$ cat config.mk
export PLATFORM = sky130hd
export DESIGN_NAME = spi_pwm_bank
export DESIGN_NICKNAME = d
export VERILOG_FILES = /design/src/rtl/spi_pwm_bank.sv
export SDC_FILE = /design/constraint.sdc
export NUM_CORES = 1
export LEC_CHECK = 0
export BUFFER_PORTS_ARGS = -buffer_cell sky130_fd_sc_hd__buf_2
export CAP_MARGIN = 40
export CORE_MARGIN = 2
export CORE_UTILIZATION = 23
export CTS_CLUSTER_SIZE = 40
export DETAILED_ROUTE_END_ITERATION = 7
export PLACE_DENSITY = 0.46
export SYNTH_ARGS = -nofsm -noshare
export SYNTH_HDL_FRONTEND = slang
export SYNTH_SLANG_ARGS = --single-unit
export TNS_END_PERCENT = 10
$ cat constraint.sdc
create_clock -name sysclk -period 6.11 [get_ports sysclk]
set_input_delay 0.611 -clock sysclk [delete_from_list [all_inputs] [get_ports sysclk]]
set_output_delay 0.611 -clock sysclk [all_outputs]
set_load 0.05 [all_outputs]
$ cat src/rtl/spi_pwm_bank.sv
// rtl/spi_pwm_bank.sv - SPI-programmed bank of PWM LED channels
// SPI pins are resynchronised into sysclk; frames write/read shadow brightness applied at PWM wrap.
module spi_pwm_bank #(
  parameter int NUM_CH   = 8,
  parameter int BRIGHT_W = 7,
  parameter int PWM_DIV  = 1
) (
  input  logic              sysclk,
  input  logic              rst_n,
  input  logic              sclk,
  input  logic              cs,
  input  logic              mosi,
  output logic              miso,
  output logic [NUM_CH-1:0] led
);

  localparam int CH_W  = (NUM_CH > 1) ? $clog2(NUM_CH) : 1;
  localparam int DIV_W = (PWM_DIV > 1) ? $clog2(PWM_DIV) : 1;
  localparam logic [7:0]          NCH8     = 8'(NUM_CH);
  localparam logic [CH_W-1:0]     CH_LAST  = CH_W'(NUM_CH - 1);
  localparam logic [BRIGHT_W-1:0] CNT_MAX  = BRIGHT_W'((1 << BRIGHT_W) - 2);
  localparam logic [DIV_W-1:0]    DIV_MAX  = DIV_W'(PWM_DIV - 1);
  localparam logic [7:0] CMD_SET = 8'h01, CMD_READ = 8'h02, CMD_BURST = 8'h03;

  typedef enum logic [2:0] {S_IDLE, S_CMD, S_ADDR, S_DATA, S_IGNORE} state_t;

  logic [1:0] sclk_sync, cs_sync, mosi_sync;
  logic       sclk_d, cs_d;
  logic       sclk_rise, sclk_fall, cs_rise, cs_fall;

  state_t              state;
  logic [2:0]          bit_cnt;
  logic [6:0]          shreg;
  logic [7:0]          rx_byte, rd_byte, cmd, sout;
  logic                addr_ok, first;
  logic [3:0]          out_cnt;
  logic [CH_W-1:0]     ptr, wr_ch;
  logic                wr_en;
  logic [BRIGHT_W-1:0] wr_val;

  logic [BRIGHT_W-1:0] shadow [NUM_CH];
  logic [BRIGHT_W-1:0] active [NUM_CH];
  logic [BRIGHT_W-1:0] cnt;
  logic [DIV_W-1:0]    div;

  assign sclk_rise = sclk_sync[1] & ~sclk_d;
  assign sclk_fall = ~sclk_sync[1] & sclk_d;
  assign cs_rise   = cs_sync[1] & ~cs_d;
  assign cs_fall   = ~cs_sync[1] & cs_d;
  assign rx_byte   = {shreg, mosi_sync[1]};

  always_ff @(posedge sysclk) begin
    if (!rst_n) begin
      sclk_sync <= '0;
      cs_sync   <= '0;
      mosi_sync <= '0;
      sclk_d    <= 1'b0;
      cs_d      <= 1'b0;
    end else begin
      sclk_sync <= {sclk_sync[0], sclk};
      cs_sync   <= {cs_sync[0], cs};
      mosi_sync <= {mosi_sync[0], mosi};
      sclk_d    <= sclk_sync[1];
      cs_d      <= cs_sync[1];
    end
  end

  // Read-back value, left-aligned so the MSB of brightness is the first bit out
  always_comb begin
    rd_byte = 8'h00;
    if (rx_byte < NCH8) rd_byte = 8'(shadow[rx_byte[CH_W-1:0]]) << (8 - BRIGHT_W);
  end

  always_ff @(posedge sysclk) begin
    if (!rst_n) begin
      state   <= S_IDLE;
      bit_cnt <= '0;
      shreg   <= '0;
      cmd     <= '0;
      addr_ok <= 1'b0;
      first   <= 1'b0;
      sout    <= '0;
      out_cnt <= '0;
      ptr     <= '0;
      wr_ch   <= '0;
      wr_en   <= 1'b0;
      wr_val  <= '0;
      miso    <= 1'b0;
    end else begin
      wr_en <= 1'b0;
      if (cs_rise) begin
        state   <= S_IDLE;
        bit_cnt <= '0;
        miso    <= 1'b0;
      end else if (cs_fall) begin
        state   <= S_CMD;
        bit_cnt <= '0;
        miso    <= 1'b0;
      end else begin
        if (state != S_IDLE && sclk_rise) begin
          shreg   <= rx_byte[6:0];
          bit_cnt <= bit_cnt + 3'd1;
        end
        case (state)
          S_CMD: if (sclk_rise && bit_cnt == 3'd7) begin
            cmd   <= rx_byte;
            state <= S_ADDR;
          end
          S_ADDR: if (sclk_rise && bit_cnt == 3'd7) begin
            addr_ok <= rx_byte < NCH8;
            ptr     <= rx_byte[CH_W-1:0];
            sout    <= rd_byte;
            out_cnt <= '0;
            first   <= 1'b1;
            state   <= (cmd == CMD_SET || cmd == CMD_READ || cmd == CMD_BURST) ? S_DATA : S_IGNORE;
          end
          S_DATA: begin
            if (sclk_rise && bit_cnt == 3'd7) begin
              first <= 1'b0;
              if (addr_ok && ((cmd == CMD_SET && first) || cmd == CMD_BURST)) begin
                wr_en  <= 1'b1;
                wr_ch  <= ptr;
                wr_val <= rx_byte[7 -: BRIGHT_W];
              end
              if (cmd == CMD_BURST) ptr <= (ptr == CH_LAST) ? '0 : ptr + 1'b1;
            end
            if (sclk_fall && cmd == CMD_READ) begin
              if (out_cnt < 4'd8) begin
                miso    <= sout[7];
                sout    <= {sout[6:0], 1'b0};
                out_cnt <= out_cnt + 4'd1;
              end else begin
                miso <= 1'b0;
              end
            end
          end
          default: ;
        endcase
      end
    end
  end

  // A write landing on the wrap cycle is forwarded straight into active
  always_ff @(posedge sysclk) begin
    if (!rst_n) begin
      div <= '0;
      cnt <= '0;
      for (int i = 0; i < NUM_CH; i++) begin
        shadow[i] <= '0;
        active[i] <= '0;
      end
    end else begin
      if (wr_en) shadow[wr_ch] <= wr_val;
      if (div == DIV_MAX) begin
        div <= '0;
        if (cnt == CNT_MAX) begin
          cnt <= '0;
          for (int i = 0; i < NUM_CH; i++)
            active[i] <= (wr_en && wr_ch == CH_W'(i)) ? wr_val : shadow[i];
        end else begin
          cnt <= cnt + 1'b1;
        end
      end else begin
        div <= div + 1'b1;
      end
    end
  end

  always_comb begin
    for (int i = 0; i < NUM_CH; i++) led[i] = cnt < active[i];
  end

endmodule

==> results.py <==
metrics = {
    "synth": {
        "synth_nets": 914,
        "synth_cell_types": 58,
        "synth_area_mm2": 0.00896,
        "yosys_warnings": 0,
        "synth-seq-area-share": 0.521,
        "synth-edff-count": 112,
        "synth_area_leaders": "edfxtp_1 (38%), dfxtp_1 (15%), ha_1 (8.0%)",
        "synth_area_leader_cell": "edfxtp_1",
        "async_flop_share": 0,
        "ys.flop_type": "edfxtp_1",
        "syn_inst": 852,
        "ys_seq_elements": 177,
        "synth_common_cells": "nand2_1 (116), edfxtp_1 (112), a21oi_1 (70), dfxtp_1 (65), nor2_1 (58)",
        "avgSynthCellArea_um2": 10.5,
        "yosysMostFrequentCell": "nand2_1",
        "synth_top_area_frac": 0.375,
    },
    "place": {
        "dp_cells": 1347,
        "gp_congestion": 0.782,
        "dp_hpwl_um": 15000,
        "io_buffers": 13,
        "place_area_mm2": 0.00960,
    },
    "die": {
        "die_w_um": 201,
        "core_mm2": 0.0386,
        "std_cell_rows": 72,
        "start_util": 0.232,
        "ios": 14,
        "die_h_um": 201,
        "die_area_mm2": 0.0405,
    },
    "cts": {
        "cts_tree": "yes",
        "cts_resized": 0,
        "cts.sinks": 177,
        "root_buffer": "clkbuf_16",
        "cts_hold_buf": 0,
        "numCtsBuffers": 17,
        "clkTransAtPathRegs_ns": 0.08,
        "htreeDepth": 4,
        "cts_max_path_buffers": 2,
        "post_cts.repair.setup_buffers": 0,
        "clock_latency_ns": 0.44,
    },
    "worst_setup_path": {
        "cp-start-kind": "flip-flop",
        "r2r_setup_slack_ns": 3.61,
        "cp.required_ns": 5.50,
        "worstSetupPathType": "reg -> out",
        "cp_data_arrival_time_ns": 2.40,
        "end_kind": "output port",
        "r2r-end": "sout[6]",
        "worst-r2r-cell-count": 7,
        "reg2reg_from": "bit_cnt[0]",
        "worstPathMaxFanout": 12,
    },
    "timing": {
        "final.setup.tns_ns": 0,
        "worstMarginPinSlew_ns": 0.856,
        "finalHoldViolCount": 0,
        "fin_crit_ns": 3.01,
        "rsz0062_at_grt": "false",
        "whs_ns": 0.375,
        "drv_slew": 0,
        "fin_worst_skew_ns": 0.0126,
        "timing.final.crit_share": 0.492,
        "relSlewSlack": 0.428,
        "finalSetupViolCount": 0,
        "max_freq_mhz": 332,
    },
    "power": {
        "p_sw_w": 0.000574,
        "power.density_mw_per_mm2": 240,
        "ir_drop_mv": 0.132,
        "p_leak_nw": 4.21,
        "seq_power_share": 0.540,
        "share_comb_of_total_power": 0.044,
        "swShare": 0.236,
        "p_int_w": 0.00186,
        "p_clk_frac": 0.415,
        "total_power_w": 0.00243,
    },
    "routing": {
        "dr.pass1.iters": 5,
        "vias_per_cell": 4.26,
        "drtIter0Drc": 352,
        "ant_nets": 0,
        "finalWirelength_um": 21700,
        "drc": 0,
        "dr_total_vias": 5872,
        "drt-wirelength-per-cell_um": 15.8,
    },
    "cells_and_area": {
        "area_growth_pct": 13.2,
        "antenna_cells": 0,
        "fin_cells": 1380,
        "final_area_mm2": 0.0101,
        "fin_nets": 911,
        "drive_above_1_share": 0.0951,
    },
    "global_route": {
        "antenna_found_initial": 0,
        "grtUsageTotal": 0.110,
        "grt_overflow_total": 0,
        "grt_max_degree": 69,
        "grt_pass1_vias": 5736,
        "grt_pass1_wl_um": 34400,
    },
    "worst_hold_path": {
        "min_path_cells": 2,
        "whs_endpoint": "cs_sync[0]",
        "hp-start": "cs",
        "hp-class": "in -> reg",
    },
    "status": {
        "status": "finished, final reports clean",
    },
    "flow_run": {
        "drv_cap": 0,
    },
}
## how the worst max path moves through the flow
stage	startpoint	to	slack (ns)
2_1_floorplan	cnt[1]	active[0][0]	0.24
3_3_place_gp	rst_n	active[0][13]	3.34
3_5_place_dp	rst_n	active[0][25]	3.33
4_1_cts	cnt[1]	led[3]	3.06
5_1_grt	cnt[1]	led[3]	2.94
6_report	cnt[1]	led[3]	3.10
## worst max-delay path, stage by stage (launching register included)
cell	delay, ns
dfxtp_1	0.69
ha_1	0.33
a21o_1	0.16
a21oi_1	0.18
o21ai_0	0.12
a31oi_1	0.18
buf_2	0.30
## power groups by stage
stage	Clock [W]	Sequential (W)	Combinational, W
after floorplan	0	0.00133	0.0000835
final	0.00101	0.00131	0.000108
after global placement	0	0.00134	0.000110
after global routing	0.00108	0.00132	0.000123
after CTS	0.00104	0.00132	0.000111
after detailed placement	0	0.00134	0.000110
## cell type report
cell class / instances / area, um^2
Fill cell: 4123 / 28400
Sequential cell: 177 / 4660
Multi-Input combinational cell: 572 / 3910
Tap cell: 518 / 648
Clock buffer: 18 / 429
Inverter: 56 / 210
Timing Repair Buffer: 25 / 174
Clock inverter: 14 / 106
## routing by layer
layer,part of all wire,GRT usage,vias up
met1,0.49,0.154,2765
met2,0.47,0.175,80
li1,-,-,3007
met4,0.014,0.0313,0
met5,0,0,-
met3,0.030,0.0199,20
## flip-flops by register name, summed over array words and instances (netlist names), 3 cells and up
signal	cells
active	56
bit_cnt	3
cmd	8
cnt	7
out_cnt	4
ptr	3
shadow	56
shreg	7
sout	7
state	3
wr_ch	3
wr_val	7
## metrics by stage
stage	utilization	worst slack (ns)
6_report	0.263	3.10
5_1_grt	0.263	2.94
4_1_cts	0.263	3.06
3_5_place_dp	0.249	3.33
3_3_place_gp	0.247	3.34
2_1_floorplan	-	0.236
## cells by family (layout without fill, tap and decap cells)
group,after synthesis,count (layout),synth area share
compound gates,148,148,0.103
xor+xnor,6,6,0.00587
flops,177,177,0.521
mux,51,51,0.0697
fa+ha+maj,57,57,0.0796
simple gates,309,309,0.174
other cells,1,1,0.000419
buf+inv,103,113,0.0464
## layout by cell type, fill, tap and decap left out, types with 6 or more instances in the layout
master	synthesis	routed
a21o_1	30	30
a21oi_1	70	70
a31oi_1	8	8
and2_1	21	21
and3_1	43	43
buf_2	8	13
buf_4	3	9
clkbuf_16	0	17
dfxtp_1	65	65
edfxtp_1	112	112
ha_1	57	57
inv_1	56	56
mux2i_1	41	41
mux4_2	9	9
nand2_1	116	116
nand2b_1	18	18
nand3_1	8	8
nor2_1	58	58
nor2b_1	7	7
nor3_1	8	6
o21ai_0	9	9
o31ai_1	7	6
No activity file was read; power rests on OpenSTA's default activity.
